## config.mk

```make
export PLATFORM = sky130hd
export DESIGN_NAME = ebr_fifo_ctrl
export DESIGN_NICKNAME = d
export VERILOG_FILES = /design/src/rtl/ebr_fifo_ctrl.sv
export SDC_FILE = /design/constraint.sdc
export NUM_CORES = 1
export LEC_CHECK = 0
export CAP_MARGIN = 5
export CORE_MARGIN = 1
export CORE_UTILIZATION = 63
export CTS_CLUSTER_SIZE = 14
export DETAILED_ROUTE_END_ITERATION = 12
export DONT_BUFFER_PORTS = 1
export GPL_TIMING_DRIVEN = 1
export PLACE_DENSITY = 0.76
export REMOVE_ABC_BUFFERS = 1
export SLEW_MARGIN = 10
export SYNTH_ARGS = -nofsm -noshare
export SYNTH_HDL_FRONTEND = slang
export SYNTH_SLANG_ARGS = --single-unit
```

## constraint.sdc

```tcl
create_clock -name clk -period 4.83 [get_ports clk]
set_clock_uncertainty 0.15 [all_clocks]
set_input_delay 1.449 -clock clk [delete_from_list [all_inputs] [get_ports clk]]
set_output_delay 1.449 -clock clk [all_outputs]
set_load 0.01 [all_outputs]
```

## src/rtl/ebr_fifo_ctrl.sv

```systemverilog
// ebr_fifo_ctrl: first-word-fall-through FIFO controller around one
// simple-dual-port EBR (single clock, 1-cycle registered read).
// A 2-entry output stage (out reg + skid) absorbs the read latency so the
// queue sustains one word per cycle in and out.
module ebr_fifo_ctrl #(
    parameter int AW = 9,
    parameter int DW = 8
) (
    input  logic          clk,
    input  logic          rst_n,
    input  logic          flush,
    input  logic [DW-1:0] in_data,
    input  logic          in_valid,
    output logic          in_ready,
    output logic [DW-1:0] out_data,
    output logic          out_valid,
    input  logic          out_ready,
    output logic [AW+1:0] level,
    output logic [AW-1:0] ram_wr_addr,
    output logic [DW-1:0] ram_wr_data,
    output logic          ram_wr_ena,
    output logic [AW-1:0] ram_rd_addr,
    output logic          ram_rd_ena,
    input  logic [DW-1:0] ram_rd_data
);

    localparam logic [AW:0] FULL_CNT = {1'b1, {AW{1'b0}}};

    logic [AW-1:0] wptr;
    logic [AW-1:0] rptr;
    logic [AW:0]   ram_cnt;
    logic          pend;
    logic [DW-1:0] out_q;
    logic          out_v;
    logic [DW-1:0] skid_q;
    logic          skid_v;

    logic          push;
    logic          pop;
    logic          rd_issue;
    logic [1:0]    occ;
    logic [1:0]    occ_limit;

    // Handshakes and read-issue decision; in_ready depends on registered state only
    always_comb begin
        in_ready  = rst_n & ~flush & (ram_cnt != FULL_CNT);
        push      = in_valid & in_ready;
        pop       = out_v & out_ready & ~flush;
        // words already committed to the output stage: out reg, skid, landing read
        occ       = {1'b0, out_v} + {1'b0, skid_v} + {1'b0, pend};
        occ_limit = pop ? 2'd3 : 2'd2;
        rd_issue  = (ram_cnt != '0) & ~flush & (occ < occ_limit);
    end

    // EBR port drive and occupancy reporting
    always_comb begin
        ram_wr_ena  = push;
        ram_wr_addr = wptr;
        ram_wr_data = in_data;
        ram_rd_ena  = rd_issue;
        ram_rd_addr = rptr;
        out_data    = out_q;
        out_valid   = out_v;
        level       = {1'b0, ram_cnt} + (AW+2)'(pend) + (AW+2)'(out_v) + (AW+2)'(skid_v);
    end

    // RAM-side bookkeeping: pointers, unread word count, read-in-flight flag
    always_ff @(posedge clk or negedge rst_n) begin
        if (!rst_n) begin
            wptr    <= '0;
            rptr    <= '0;
            ram_cnt <= '0;
            pend    <= 1'b0;
        end else if (flush) begin
            wptr    <= '0;
            rptr    <= '0;
            ram_cnt <= '0;
            pend    <= 1'b0;
        end else begin
            if (push)
                wptr <= wptr + 1'b1;
            if (rd_issue)
                rptr <= rptr + 1'b1;
            if (push && !rd_issue)
                ram_cnt <= ram_cnt + 1'b1;
            else if (!push && rd_issue)
                ram_cnt <= ram_cnt - 1'b1;
            pend <= rd_issue;
        end
    end

    // Output stage: skid is always older than landing data, so it refills out first
    always_ff @(posedge clk or negedge rst_n) begin
        if (!rst_n) begin
            out_q  <= '0;
            out_v  <= 1'b0;
            skid_q <= '0;
            skid_v <= 1'b0;
        end else if (flush) begin
            out_v  <= 1'b0;
            skid_v <= 1'b0;
        end else if (pop && skid_v) begin
            out_q  <= skid_q;
            out_v  <= 1'b1;
            skid_v <= pend;
            if (pend)
                skid_q <= ram_rd_data;
        end else if (!out_v || pop) begin
            // skid is empty here: it only fills while out reg is held
            out_v <= pend;
            if (pend)
                out_q <= ram_rd_data;
        end else if (pend) begin
            skid_q <= ram_rd_data;
            skid_v <= 1'b1;
        end
    end

endmodule

```

==> impl_metrics.sql <==
INSERT INTO impl_metrics (metric_group, metric, value, unit) VALUES
('floorplanning', 'standard_cell_row_count', '23', ''),
('worst_setup_path', 'critical_path_cell_count', '7', ''),
('cts', 'post_cts_clock_slew_at_the_launch_and_capture_registers_of_the_worst_setup_and_hold_paths', '0.08', 'ns'),
('sta', 'fmax', '0.238', 'GHz'),
('final_layout', 'final_layout_size_suffix_gt1_share', '8.96', '%'),
('floorplanning', 'die_h', '68.3', 'um'),
('cts', 'clkLatencyLatePin', '0.29', 'ns'),
('power', 'seq_power_share', '43.1', '%'),
('synthesis', 'synth.top_cells.by_area', 'sky130_fd_sc_hd__dfrtp_1 (42%), sky130_fd_sc_hd__ha_1 (5.4%), sky130_fd_sc_hd__mux2_2 (4.5%)', ''),
('min_path', 'min-delay-path-class', 'reg -> reg', ''),
('synthesis', 'async_reset_ff_share', '100', '%'),
('sta', 'report.final.hold_viol_count', '0', ''),
('worst_setup_path', 'cp.buffers_inverters', '0', ''),
('cts', 'numClockSinks', '47', ''),
('cts', 'cts-root-buf', 'sky130_fd_sc_hd__clkbuf_8', ''),
('global_routing', 'first_global_vias', '1907', ''),
('cts', 'post_cts_hold_buffer_count', '0', ''),
('detailed_routing', 'postRouteWirelength', '5210', 'um'),
('global_routing', 'total_grt_usage', '24.7', '%'),
('worst_setup_path', 'critical_path_cell_with_the_highest_stage_delay', 'sky130_fd_sc_hd__fa_1', ''),
('synthesis', 'synth_largest_area_cell', 'sky130_fd_sc_hd__dfrtp_1', ''),
('synthesis', 'synth_edf_count', '0', ''),
('synthesis', 'avgSynthCellArea', '10.0', 'um2'),
('worst_setup_path', 'worst_path_dominant_cell_family', 'adder cells', ''),
('synthesis', 'synth_sequential_area_ratio', '42.5', '%'),
('power', 'total_power', '1490', 'uW'),
('sta', 'fin_crit', '4.20', 'ns'),
('run_status', 'status', 'finished clean', ''),
('final_layout', 'fillers', '326', ''),
('power', 'switching_share', '36.9', '%'),
('worst_setup_path', 'cp_cell_sequence', 'fa_1, ha_1, fa_1, nand3_1, nor2_1, nand3_1, xnor2_1', ''),
('power', 'pwr-share-clk', '18.3', '%'),
('placement', 'placement.io_buffers', '0', ''),
('worst_setup_path', 'endpoint_kind', 'output pin', ''),
('cts', 'cts_inserted_buffers', '5', ''),
('sta', 'number_of_max_slew_violations_in_the_final_report', '0', ''),
('synthesis', 'synth_top_area_share', '42.5', '%'),
('sta', 'total_negative_slack_for_setup_checks', '0', 'ns'),
('detailed_routing', 'routed_wire_length_per_instance', '16.4', 'um'),
('final_layout', 'post-route-cell-area', '2850', 'um2'),
('worst_setup_path', 'r2r_setup_slack', '0.85', 'ns'),
('run', 'max_cap_violations', '0', ''),
('detailed_routing', 'vias', '2014', ''),
('worst_setup_path', 'worst_r2r_path_depth', '12', ''),
('synthesis', 'synth_area', '2770', 'um2'),
('cts', 'tritoncts', 'done', ''),
('floorplanning', 'floorplan.initialDensity', '67.3', '%'),
('cts', 'cts_repair_resize_count', '0', ''),
('min_path', 'timing.hold.worst.start', 'skid_q[2]', ''),
('sta', 'whs', '0.363', 'ns'),
('synthesis', 'synth_cell_type_count', '38', ''),
('cts', 'clock_tree.htree_level_count', '2', ''),
('min_path', 'min_path_cells', '1', ''),
('sta', 'rsz0062_at_grt', 'false', ''),
('worst_setup_path', 'critical_path.max_fanout', '8', ''),
('sta', 'slew_headroom', '57.4', '%'),
('power', 'combinational_share_of_power', '38.6', '%'),
('worst_setup_path', 'critPathRequiredTime', '3.23', 'ns'),
('global_routing', 'grt_pass1_wl', '8650', 'um'),
('final_layout', 'area_growth_syn_to_layout', '2.98', '%'),
('synthesis', 'synth_cells', '276', ''),
('floorplanning', 'die_x', '68.3', 'um'),
('sta', 'worst_pin_slew', '0.631', 'ns'),
('floorplanning', 'pin_count', '70', ''),
('floorplanning', 'fp.dieArea', '4660', 'um2'),
('global_routing', 'grt.overflow.total', '0', ''),
('floorplanning', 'fp.coreArea', '4120', 'um2'),
('power', 'power.internal', '940', 'uW'),
('power', 'peakVddDrop', '329', 'uV'),
('final_layout', 'diodes', '0', ''),
('worst_setup_path', 'max_stage_delay', '0.59', 'ns');
[power by group through the flow]
stage / logic (uW) / clock network, uW / registers (uW)
finish: 574 / 273 / 642
global route: 649 / 296 / 665
CTS: 576 / 277 / 643
detailed placement: 572 / 0 / 650
global placement: 567 / 0 / 645
floorplan: 491 / 0 / 615
[worst register-to-register path, delay by kind of cell, from the launching register on]
family / cells / cell delay (ns)
AO/OA/AOI/OAI: 3 / 1.06
AND/OR/NAND/NOR: 5 / 0.87
adder cells (fa/ha/maj): 2 / 0.77
flip-flops: 1 / 0.53
multiplexers: 1 / 0.27
buffers and inverters: 1 / 0.20
[kinds of logic after synthesis]
family | count (synthesis) | synth area share [%]
muxes | 21 | 8.09
buffers and inverters | 21 | 4.20
DFF | 47 | 42.5
and+or+nand+nor | 93 | 17.4
AOI/OAI and AO/OA | 54 | 11.9
adders and majority gates | 16 | 8.32
xor gates and xnor gates | 24 | 7.59
[cells in the final DEF (no fill, tap or decap), types with 2 or more instances in the layout]
master	count
sky130_fd_sc_hd__a21oi_1	20
sky130_fd_sc_hd__nand4_1	4
sky130_fd_sc_hd__or3_1	5
sky130_fd_sc_hd__nor4_1	3
sky130_fd_sc_hd__clkbuf_8	5
sky130_fd_sc_hd__inv_1	2
sky130_fd_sc_hd__xnor2_1	13
sky130_fd_sc_hd__mux2i_1	10
sky130_fd_sc_hd__a22o_1	8
sky130_fd_sc_hd__and3b_1	2
sky130_fd_sc_hd__nor2_1	27
sky130_fd_sc_hd__nor3_1	5
sky130_fd_sc_hd__nor4b_1	2
sky130_fd_sc_hd__ha_1	12
sky130_fd_sc_hd__nor2b_1	4
sky130_fd_sc_hd__dfrtp_1	47
sky130_fd_sc_hd__fa_1	4
sky130_fd_sc_hd__a21o_1	2
sky130_fd_sc_hd__buf_4	3
sky130_fd_sc_hd__a211oi_1	3
sky130_fd_sc_hd__nand2_1	16
sky130_fd_sc_hd__and3_1	5
sky130_fd_sc_hd__nand2b_1	5
sky130_fd_sc_hd__xor2_1	11
sky130_fd_sc_hd__mux2_2	11
sky130_fd_sc_hd__o21ai_0	16
sky130_fd_sc_hd__nand3_1	11
[through the flow]
| stage | setup WS [ns] | utilization [%] |
|---|---|---|
| 6_report | 0.627 | 69.3 |
| 5_1_grt | 0.449 | 69.3 |
| 4_1_cts | 0.589 | 69.3 |
| 3_5_place_dp | 0.423 | 66.8 |
| 3_3_place_gp | 0.576 | 66.8 |
| 2_1_floorplan | 0.00413 | - |
[metal layers]
metal,vias up,share of wire (%),GRT usage [%]
met1,995,44,32.8
met3,4,6.1,6.50
li1,952,-,-
met5,-,0,0
met4,0,0.92,7.81
met2,63,49,39.2
[area by class of cell]
| cell class | count | area share (%) |
|---|---|---|
| Multi-Input combinational cell | 208 | 51.8 |
| Timing Repair Buffer | 3 | 0.790 |
| Clock inverter | 1 | 1.05 |
| Tap cell | 50 | 2.19 |
| Sequential cell | 47 | 41.3 |
| Inverter | 3 | 0.395 |
| Clock buffer | 6 | 2.55 |
[sequential cells by signal (all words and copies together) (netlist names)]
name and flops:
ram_cnt 10, ram_rd_addr 9, ram_wr_addr 9, out_data 8
skid_q 8, out_valid 1, pend 1, skid_v 1
[worst max path at each step]
stage	from	to	slack, ns
after global routing	flush	ram_cnt[9]	0.45
after floorplan	out_ready	ram_cnt[9]	0.004
final	out_valid	level[8]	0.63
after detailed placement	flush	ram_cnt[9]	0.42
after global placement	flush	ram_cnt[9]	0.58
after CTS	out_valid	level[8]	0.59
No activity file was read; power rests on OpenSTA's default activity.
==> RTL change 1, RTL diff (config.mk and constraints unchanged) <==
Change the parameter `DW` from 8 to 9.
--- a/src/rtl/ebr_fifo_ctrl.sv
+++ b/src/rtl/ebr_fifo_ctrl.sv
@@ -6,3 +6,3 @@
     parameter int AW = 9,
-    parameter int DW = 8
+    parameter int DW = 9
 ) (
Ports: changed (resized in_data, out_data, ram_rd_data and ram_wr_data); port bits go from 70 to 74. No check against the original RTL was run, so the function may have changed too.
==> RTL change 1 against the original RTL <==
  * Sequential cell count grew 2
  * Non-clock buffer count shrank 1
  * Total power grew 4.7%
  * Sequential power grew 5.5%
  * Synthesized area grew 4.0%
  * Combinational power grew 2%
  * Critical path type unchanged
  * Routed wire length grew 2.8%
  * Setup slack lost 59 ps
  * Utilization shrank 1.8 points
  * Design area grew 3.7%
  * Maximum frequency shrank 1.4%
  * Sequential share of layout area grew 0.21 points
  * Clock power grew 8.4%
  * Largest cell class unchanged
==> RTL change 1: results (changes against the original RTL) <==
- Hold endpoint: skid_q[3]$_DFFE_PN0P_
- Maximum VDD drop: 319 µV (-3.1%)
- WL final: 5.36 mm (+2.8%)
- WHS: 360 ps (-2.84 ps)
- DP HPWL: 3.68 mm (-1.2%)
- Filler Cell Count: 372 (+14%)
- Yosys reg bits: 49 (+4.3%)
- Drt first pass iters: 5 (+1)
- P_clk: 296 µW (+8.4%)
- Min-delay src: skid_q[3]$_DFFE_PN0P_
- Seq area share: 41.5% (+0.21 points)
- Non-clk buf share: 0.508% (-0.28 points)
- Largest cells by area after synthesis: dfrtp_1 (43%), ha_1 (5.2%), xor2_1 (5.2%)
- Comb. pwr: 586 µW (+2%)
- Non-clock buffer count: 2 (-1)
- Pin count of the biggest net entering global routing: 52 (+4.0%)
- Layout cells sized above 1: 10.6% (+1.7 points)
- Worst Reg2Reg Path Length in Cells: 11 (-1)
- Top cells by count, synth: dfrtp_1 (49), nor2_1 (25), a21oi_1 (18)
- Clock buffers and inverters, area share: 3.94% (+0.34 points)
- Placed cells: 308 (-0.96%)
- Non-clock inverters: 4 (+1)
- Mapped Cells: 273 (-1.1%)
- Fin util: 67.4% (-1.8 points)
- Vias/cell: 6.16 (-2.7%)
- PwrDens: 527 nW/µm² (+0.93%)
- Post-synth cell types: 47 (+24%)
- Area occupied by multi-input gates: 1520 µm² (+3.0%)
- Worst-margin pin slew: 994 ps (+362 ps)
- Outcome: finished clean
- Iter 0 DRT Violations: 60 (-41%)
- Crit path DAT: 2660 ps (+60 ps)
- Global-route wire length before repair: 9.45 mm (+9.3%)
- Reg-to-reg slack, setup: 1010 ps (+160 ps)
- Vias: 1948 (-3.3%)
- Seq/Total Area, Yosys: 42.6% (+0.095 points)
- Vias in the first global route: 2014 (+5.6%)
==> RTL change 1: worst reg2reg max path: cells and delay by family, from the launching register on <==
kind,cells,cell delay (ps)
AO/OA/AOI/OAI,5,1210
adder cells (fa/ha/maj),2,830
flip-flops,1,530
multiplexers,1,230
AND/OR/NAND/NOR,3,770
==> RTL change 1: layer usage <==
metal	wire length [µm]	vias up	GRT usage, %
met5	0	-	0
met4	37	0	7.26
li1	-	932	-
met3	280	5	7.27
met2	2630	55	40.7
met1	2410	956	30.2
==> RTL change 1: logic make-up (layout without fill, tap and decap cells) <==
group	after synthesis	count (layout)	synth area share, %
AOI/OAI and AO/OA	49	49	11.2
xor gates and xnor gates	28	28	8.78
and+or+nand+nor	85	85	16.2
DFF	49	49	42.6
adders and majority gates	16	16	8.00
muxes	23	23	8.65
buffers and inverters	23	14	4.65
==> RTL change 2, RTL diff (config.mk and constraints unchanged) <==
Made on the original files. Reset style: synchronous (`rst_n`), changed in 2 clocked blocks.
--- a/src/rtl/ebr_fifo_ctrl.sv
+++ b/src/rtl/ebr_fifo_ctrl.sv
@@ -67,3 +67,3 @@
     // RAM-side bookkeeping: pointers, unread word count, read-in-flight flag
-    always_ff @(posedge clk or negedge rst_n) begin
+    always_ff @(posedge clk) begin
         if (!rst_n) begin
@@ -92,3 +92,3 @@
     // Output stage: skid is always older than landing data, so it refills out first
-    always_ff @(posedge clk or negedge rst_n) begin
+    always_ff @(posedge clk) begin
         if (!rst_n) begin
Behaviour: differs if rst_n is asserted again (counterexample within 4 cycles, from zero or initial values and one cycle with rst_n low); with rst_n held inactive, the same outputs for 10 cycles.
==> RTL change 2 against the original RTL <==
  * Die area down 4.2%
  * Design area shrank 2.4%
  * Routed wire length shrank 1.9%
  * Critical path depth unchanged
  * Sequential power is 17% lower
  * Largest cell class unchanged
  * Non-clock buffer count grew 1
  * Total power grew 12%
  * Setup slack improved by 130 ps
  * Sequential cell count unchanged
  * Synthesized area shrank 4.3%
  * Register-to-register slack gained 70 ps
  * Maximum frequency up 3.2%
==> RTL change 2: results (changes against the original RTL) <==
- Post-Synth Adder-Cell Area: 9.16% (+0.85 points)
- Reg-to-reg slack, setup: 920 ps (+70 ps)
- Crit path DAT: 2470 ps (-130 ps)
- Vias in the first global route: 1773 (-7.0%)
- Non-clk buf share: 1.08% (+0.29 points)
- Non-clock inverters: 12 (+9)
- Post-Syn Area per Cell: 8.83 µm² (-12%)
- Vias/cell: 5.92 (-6.5%)
- Synth Area in Compound Gates: 13.7% (+1.9 points)
- Global placer's final weighted congestion: 0.879 (-5.1%)
- DP HPWL: 3.66 mm (-1.7%)
- Mux contribution to synthesized area: 6.42% (-1.7 points)
- Top cells by count, synth: dfxtp_1 (47), nor2_1 (30), nand2_1 (23)
- Finished Layout Cells: 345 (+8.5%)
- Filler Cell Count: 349 (+7.1%)
- Clock buffer count: 5 (-1)
- Ys async rst share: 0% (-100 points)
- Clock buffers and inverters, area share: 5.04% (+1.4 points)
- Maximum VDD drop: 286 µV (-13%)
- Fin area: 2780 µm² (-2.4%)
- Fmax: 0.245 GHz (+3.2%)
- Global-route wire length before repair: 7.98 mm (-7.8%)
- Pin count of the biggest net entering global routing: 26 (-48%)
- P_int: 980 µW (+4.3%)
- Clock latency on the worst-skew pair: 310 ps (+20 ps)
- Outcome: finished clean
- Iter 0 DRT Violations: 106 (+3.9%)
- WL final: 5.11 mm (-1.9%)
==> RTL change 2: cell count changes after synthesis, moves of 8 or more <==
cell | unedited run | this run
a22o_1 | 8 | 0
dfrtp_1 | 47 | 0
dfxtp_1 | 0 | 47
inv_1 | 2 | 11
mux2_2 | 11 | 0
nor2b_1 | 4 | 14
o211a_1 | 0 | 8
==> RTL change 2: worst min-delay path by stage <==
stage | start | to | depth (start not counted)
6_report | skid_q[4]$_SDFFE_PN0P_ | skid_q[4]$_SDFFE_PN0P_ | 2
2_1_floorplan | skid_q[0]$_SDFFE_PN0P_ | skid_q[0]$_SDFFE_PN0P_ | 2
3_5_place_dp | skid_q[4]$_SDFFE_PN0P_ | skid_q[4]$_SDFFE_PN0P_ | 2
5_1_grt | skid_q[6]$_SDFFE_PN0P_ | skid_q[6]$_SDFFE_PN0P_ | 2
4_1_cts | skid_q[4]$_SDFFE_PN0P_ | skid_q[4]$_SDFFE_PN0P_ | 2
3_3_place_gp | skid_q[1]$_SDFFE_PN0P_ | skid_q[1]$_SDFFE_PN0P_ | 2
==> RTL change 2: power by group through the flow <==
stage	Combinational [mW]	Sequential [mW]	Clock (mW)
CTS	0.780	0.535	0.360
global placement	0.762	0.542	0
floorplan	0.653	0.520	0
global route	0.877	0.546	0.377
finish	0.784	0.536	0.352
detailed placement	0.769	0.544	0
==> RTL change 2: routing by layer <==
| layer | vias to the layer above | routed length [µm] | global-route usage (%) | share of wire (%) |
|---|---|---|---|---|
| met3 | 6 | 344 | 9.59 | 6.7 |
| met1 | 950 | 2450 | 30.4 | 48 |
| li1 | 1021 | - | - | - |
| met5 | - | 0 | 0 | 0 |
| met4 | 0 | 80 | 8.24 | 1.6 |
| met2 | 67 | 2240 | 36.0 | 44 |
